==> src/rtl/pe_types.sv <==
// Shared types for the PE result drain.
// Holds the drain state enum and the beat-count helper.
package pe_types;

  typedef enum logic [1:0] {
    IDLE = 2'd0,
    FWD  = 2'd1,
    OWN  = 2'd2
  } drain_state_t;

  function automatic int beat_count(input int accum, input int lanes);
    return (accum + lanes - 1) / lanes;
  endfunction

endpackage

==> src/rtl/pe_stream_reg.sv <==
// Single register stage for a valid/ready stream.
// Ports: i_valid/i_data in, o_valid/o_data out, i_ready from sink, o_load = stage accepts.
module pe_stream_reg #(
  parameter int WIDTH = 8
) (
  input  logic             clock,
  input  logic             resetn,
  input  logic             i_valid,
  input  logic [WIDTH-1:0] i_data,
  input  logic             i_ready,
  output logic             o_valid,
  output logic [WIDTH-1:0] o_data,
  output logic             o_load
);

  assign o_load = !o_valid || i_ready;

  always_ff @(posedge clock or negedge resetn) begin
    if (!resetn) begin
      o_valid <= 1'b0;
      o_data  <= '0;
    end else if (o_load) begin
      o_valid <= i_valid;
      if (i_valid) o_data <= i_data;
    end
  end

endmodule

==> src/rtl/pe_result_drain.sv <==
// Drains a PE's accumulator bank onto a daisy-chained result stream.
// Ports: clock/resetn, i_capture/i_result/i_bypass, upstream i_up_*, downstream o_dn_*, o_busy, o_err_capture.
module pe_result_drain
  import pe_types::*;
#(
  parameter int NUM_ACCUM    = 8,
  parameter int NUM_LANES    = 4,
  parameter int RESULT_WIDTH = 32,
  parameter int IS_HEAD      = 0
) (
  input  logic                              clock,
  input  logic                              resetn,
  input  logic                              i_capture,
  input  logic [NUM_ACCUM*RESULT_WIDTH-1:0] i_result,
  input  logic                              i_bypass,
  input  logic                              i_up_valid,
  input  logic [NUM_LANES*RESULT_WIDTH-1:0] i_up_data,
  input  logic [NUM_LANES-1:0]              i_up_mask,
  input  logic                              i_up_last,
  output logic                              o_up_ready,
  output logic                              o_dn_valid,
  output logic [NUM_LANES*RESULT_WIDTH-1:0] o_dn_data,
  output logic [NUM_LANES-1:0]              o_dn_mask,
  output logic                              o_dn_last,
  input  logic                              i_dn_ready,
  output logic                              o_busy,
  output logic                              o_err_capture
);

  localparam int BEATS = beat_count(NUM_ACCUM, NUM_LANES);
  localparam int CW    = (BEATS > 1) ? $clog2(BEATS) : 1;
  localparam int DW    = NUM_LANES * RESULT_WIDTH;
  localparam int PW    = DW + NUM_LANES + 1;
  localparam int BW    = NUM_ACCUM * RESULT_WIDTH;

  drain_state_t       state_q;
  logic [CW-1:0]      cnt_q;
  logic               byp_q;
  logic               sent_q;
  logic               err_q;
  logic [BW-1:0]      bank_q;

  logic [BEATS*DW-1:0] padded;
  logic [DW-1:0]       own_data;
  logic [NUM_LANES-1:0] own_mask;
  logic                own_last;

  logic               load;
  logic               in_valid;
  logic [DW-1:0]      in_data;
  logic [NUM_LANES-1:0] in_mask;
  logic               in_last;
  logic [PW-1:0]      q;
  logic               up_xfer;
  logic               dn_xfer;

  // Bank is zero-padded to whole beats so the tail lanes read as 0.
  always_comb begin
    padded = '0;
    padded[BW-1:0] = bank_q;
    own_data = padded[int'(cnt_q)*DW +: DW];
    for (int l = 0; l < NUM_LANES; l++) begin
      own_mask[l] = (int'(cnt_q) * NUM_LANES + l) < NUM_ACCUM;
    end
    own_last = (cnt_q == CW'(BEATS - 1));
  end

  // sent_q: final beat is in the output stage, waiting to be taken.
  assign o_up_ready = (IS_HEAD == 0) && (state_q == FWD)
                   && !sent_q && load;
  assign up_xfer = i_up_valid && o_up_ready;
  assign dn_xfer = o_dn_valid && i_dn_ready;

  always_comb begin
    in_valid = 1'b0;
    in_data  = '0;
    in_mask  = '0;
    in_last  = 1'b0;
    unique case (state_q)
      FWD: begin
        in_valid = i_up_valid && !sent_q && (IS_HEAD == 0);
        in_data  = i_up_data;
        in_mask  = i_up_mask;
        in_last  = byp_q && i_up_last;
      end
      OWN: begin
        in_valid = !sent_q;
        in_data  = own_data;
        in_mask  = own_mask;
        in_last  = own_last;
      end
      default: ;
    endcase
  end

  pe_stream_reg #(
    .WIDTH (PW)
  ) u_out (
    .clock   (clock),
    .resetn  (resetn),
    .i_valid (in_valid),
    .i_data  ({in_last, in_mask, in_data}),
    .i_ready (i_dn_ready),
    .o_valid (o_dn_valid),
    .o_data  (q),
    .o_load  (load)
  );

  assign o_dn_last = q[PW-1];
  assign o_dn_mask = q[DW +: NUM_LANES];
  assign o_dn_data = q[DW-1:0];

  always_ff @(posedge clock or negedge resetn) begin
    if (!resetn) begin
      state_q <= IDLE;
      cnt_q   <= '0;
      byp_q   <= 1'b0;
      sent_q  <= 1'b0;
      err_q   <= 1'b0;
    end else begin
      if (i_capture && state_q != IDLE) err_q <= 1'b1;
      unique case (state_q)
        IDLE: begin
          cnt_q  <= '0;
          sent_q <= 1'b0;
          if (i_capture) begin
            byp_q <= i_bypass;
            // A bypassed head has nothing to send at all.
            if (IS_HEAD == 0)  state_q <= FWD;
            else if (!i_bypass) state_q <= OWN;
          end
        end
        FWD: begin
          if (sent_q) begin
            if (dn_xfer) state_q <= IDLE;
          end else if (up_xfer && i_up_last) begin
            if (byp_q) sent_q  <= 1'b1;
            else       state_q <= OWN;
          end
        end
        OWN: begin
          if (sent_q) begin
            if (dn_xfer) begin
              state_q <= IDLE;
              cnt_q   <= '0;
            end
          end else if (load) begin
            if (own_last) sent_q <= 1'b1;
            else          cnt_q  <= cnt_q + 1'b1;
          end
        end
        default: state_q <= IDLE;
      endcase
    end
  end

  always_ff @(posedge clock) begin
    if (state_q == IDLE && i_capture && !i_bypass) bank_q <= i_result;
  end

  assign o_busy        = (state_q != IDLE);
  assign o_err_capture = err_q;

endmodule

==> config.mk <==
export PLATFORM = sky130hd
export DESIGN_NAME = pe_result_drain
export DESIGN_NICKNAME = d
export VERILOG_FILES = /design/src/rtl/pe_types.sv /design/src/rtl/pe_stream_reg.sv /design/src/rtl/pe_result_drain.sv
export SDC_FILE = /design/constraint.sdc
export NUM_CORES = 1
export LEC_CHECK = 0
export CAP_MARGIN = 20
export CORE_AREA = 8 8 203 205
export DETAILED_ROUTE_END_ITERATION = 8
export DIE_AREA = 0 0 211 213
export HOLD_SLACK_MARGIN = 0.02
export PLACE_DENSITY = 0.8
export REMOVE_ABC_BUFFERS = 1
export SLEW_MARGIN = 20
export SYNTH_ARGS = -nofsm -noshare
export SYNTH_HDL_FRONTEND = slang
export SYNTH_SLANG_ARGS = --single-unit
==> constraint.sdc <==
create_clock -name clock -period 26.9 [get_ports clock]
set_clock_uncertainty 0.2 [all_clocks]
set_input_delay 2.69 -clock clock [delete_from_list [all_inputs] [get_ports clock]]
set_output_delay 2.69 -clock clock [all_outputs]
set_load 0.1 [all_outputs]
==> metrics.cfg <==
[critical_path]
slowest_stage = clkdlybuf4s50_1
crit_arrival_ns = 4.70
worst_path_most_repeated_cell = clkdlybuf4s50_1
worst_setup_path_end_kind = output pin
r2r_cells = 8
cp-start-kind = input port
r2r-start = state_q[1]
required_ns = 24.01
r2r_end = u_out.o_data[1]
cp_max_fo = 7
r2r_setup_slack_ns = 22.68
crit_path_cell_trace = clkdlybuf4s50_1, nor2b_1, nor3b_1, clkdlybuf4s50_1
max_stage_delay_ns = 0.99
crit_buf_inv = 2
crit_family = buffers and inverters
critPathKind = input port to output pin

[flow_run]
max_cap_violations = 0

[floorplanning]
dieHeight_um = 213
die_width_um = 211
pin_count = 532
design.die.area_um2 = 44940
fp-row-count = 72
start_util_pct = 40.51
core_area_um2 = 38110

[sta]
slew_headroom_pct = 25.96
tightest_slew_ns = 1.107
fin_crit_sh_pct = 28.22
drv_slew = 0
rsz0062_at_grt = no
period_needed_ns = 7.590
hold_viol = 0
setup_violations = 0
timing.fmax_mhz = 131.8
tns_ns = 0

[clock_network]
root_buffer = clkbuf_16
clk_pin_slew_ns = 0.06
post_cts_buffers = 0
cts_tree = done
cts.sinks = 396
cts-resized-gates = 0
postCtsHoldBufs = 0
cts_made_buffers = 43
clk_latency_ns = 0.55
cts_buffer_depth = 3
htreeDepth = 2

[final_layout]
drive_gt1_share_pct = 7.220
mostFrequentLayoutCells = clkdlybuf4s50_1 (530), edfxtp_1 (256), a21oi_1 (225)
area_growth_pct = 46.27
final_common_cell = clkdlybuf4s50_1
finish.utilization_pct = 59.26
finalNetCount = 2041

[routing]
wire_per_inst_um = 21.62
post_drt_via_cell_ratio = 5.085
drt-total-wl_um = 47540
detail-route-antenna-nets = 0
drc_errors = 0
drt-initial-drc-count = 840
num_vias = 11181
drtPass1Iterations = 5

[synthesis]
synthArstFlopShare_pct = 35.35
ys_ff_latch = 396
synth-edff-count = 256
yosys_warnings = 0
netlist.area_leader.share_pct = 49.79
syn_inst = 1129
synth_area_leaders = edfxtp_1 (50%), dfrtp_1 (23%), a21oi_1 (7.3%)
seq_area_frac_synth_pct = 72.49
yosysTopAreaCell = edfxtp_1
yosysUniqueCellTypes = 32
synth_area_um2 = 15440
synth_area_per_cell_um2 = 13.67
ys_dominant_reg_cell = edfxtp_1

[global_route]
grt_start_max_net_pins = 164
antenna_found_initial = 5
globalRouteTotalUtil_pct = 20.44
grt_pass1_wl_um = 70570
grt_overflow_total = 0
first_global_vias = 12072

[place]
gp_congestion = 0.8359
io_buffers = 531
dpl.hpwl_um = 33170

[power_and_ir_drop]
power.leakage_uw = 0.008096
ir_worst_vdd_uv = 123.0
powerDensity_nw_per_um2 = 134.4

[worst_hold_path]
min_from = o_err_capture
hold_depth = 1
min_path_type = flop to flop
holdPathEnd = o_err_capture

[outcome]
status = finished, final reports clean

-- cell usage after synthesis, types with 2 or more instances --
library cell,count
o21ai_0,4
nor3b_1,3
dfrtp_1,140
ha_1,5
nand4b_1,2
a31oi_1,2
edfxtp_1,256
mux2_2,41
inv_1,5
a21oi_1,225
clkbuf_1,26
mux2i_1,89
buf_1,9
nor2_1,222
buf_2,40
nand2_1,5
a22oi_1,40
-- worst max-delay path by stage --
| stage | start | slack (ns) | cells after the start | endpoint |
|---|---|---|---|---|
| final | i_dn_ready | 19.31 | 4 | o_up_ready |
| after floorplan | i_capture | 12.43 | 2 | bank_q[0] |
| after CTS | i_dn_ready | 19.32 | 4 | o_up_ready |
| after detailed placement | i_dn_ready | 19.33 | 4 | o_up_ready |
| after global placement | i_dn_ready | 19.28 | 4 | o_up_ready |
| after global routing | i_dn_ready | 19.28 | 4 | o_up_ready |
-- worst register-to-register path: stages, from the launching register on --
cell and delay (ns):
dfrtp_1 0.44, inv_1 0.16, ha_4 0.66, a21oi_1 0.27, nor4b_4 0.49, buf_4 0.66
buf_4 0.91, nor2_1 0.19, a21oi_1 0.18
-- flip-flops by register name, summed over array words and instances (netlist names) --
name	flops
sent_q	1
cnt_q	1
u_out.o_valid	1
u_out.o_data	133
state_q	2
byp_q	1
bank_q	256
o_err_capture	1
-- cells by family after synthesis --
logic type	after synthesis	share of synthesized area, %
flip-flops	396	72.49
adder cells (fa/ha/maj)	5	0.4052
multiplexers	130	8.761
AO/OA/AOI/OAI	280	9.968
AND/OR/NAND/NOR	237	6.086
buffers and inverters	81	2.293
-- layout make-up --
class | instances | area (µm²)
clock inverter | 15 | 145.1
inverter | 6 | 23.77
timing repair buffer | 542 | 5411
antenna | 5 | 12.51
fill | 2953 | 15520
sequential | 396 | 11190
multi-input combinational | 652 | 3916
tap | 518 | 648.1
clock buffer | 65 | 1230
-- layer usage --
layer | vias to the layer above | GRT usage [%] | share of wire, %
li1 | 5149 | - | -
met1 | 5407 | 23.01 | 36
met2 | 523 | 35.04 | 51
met3 | 102 | 6.590 | 9.2
met4 | 0 | 9.532 | 3.9
met5 | - | 0 | 0
-- stage by stage --
step                      hold WS (ns)  cells  setup slack [ns]  area [µm²]  total power [µW]
after floorplan                 0.3213   1054             12.43       15110              2106
after CTS                       0.2705   2194             19.32       22570              3059
after global placement          0.2435   2114             19.28       21190              2442
after global routing            0.2892   2199             19.28       22580              3158
final                           0.2635   2199             19.31       22580              3035
after detailed placement        0.2579   2114             19.33       21190              2478
-- power breakdown --
part	internal [µW]	switching, µW	total (µW)	leakage (µW)
clock network	337	235	572	0.000666
registers	818	82.2	901	0.00394
logic	399	1160	1560	0.00349
(Power assumes the default switching activity.)
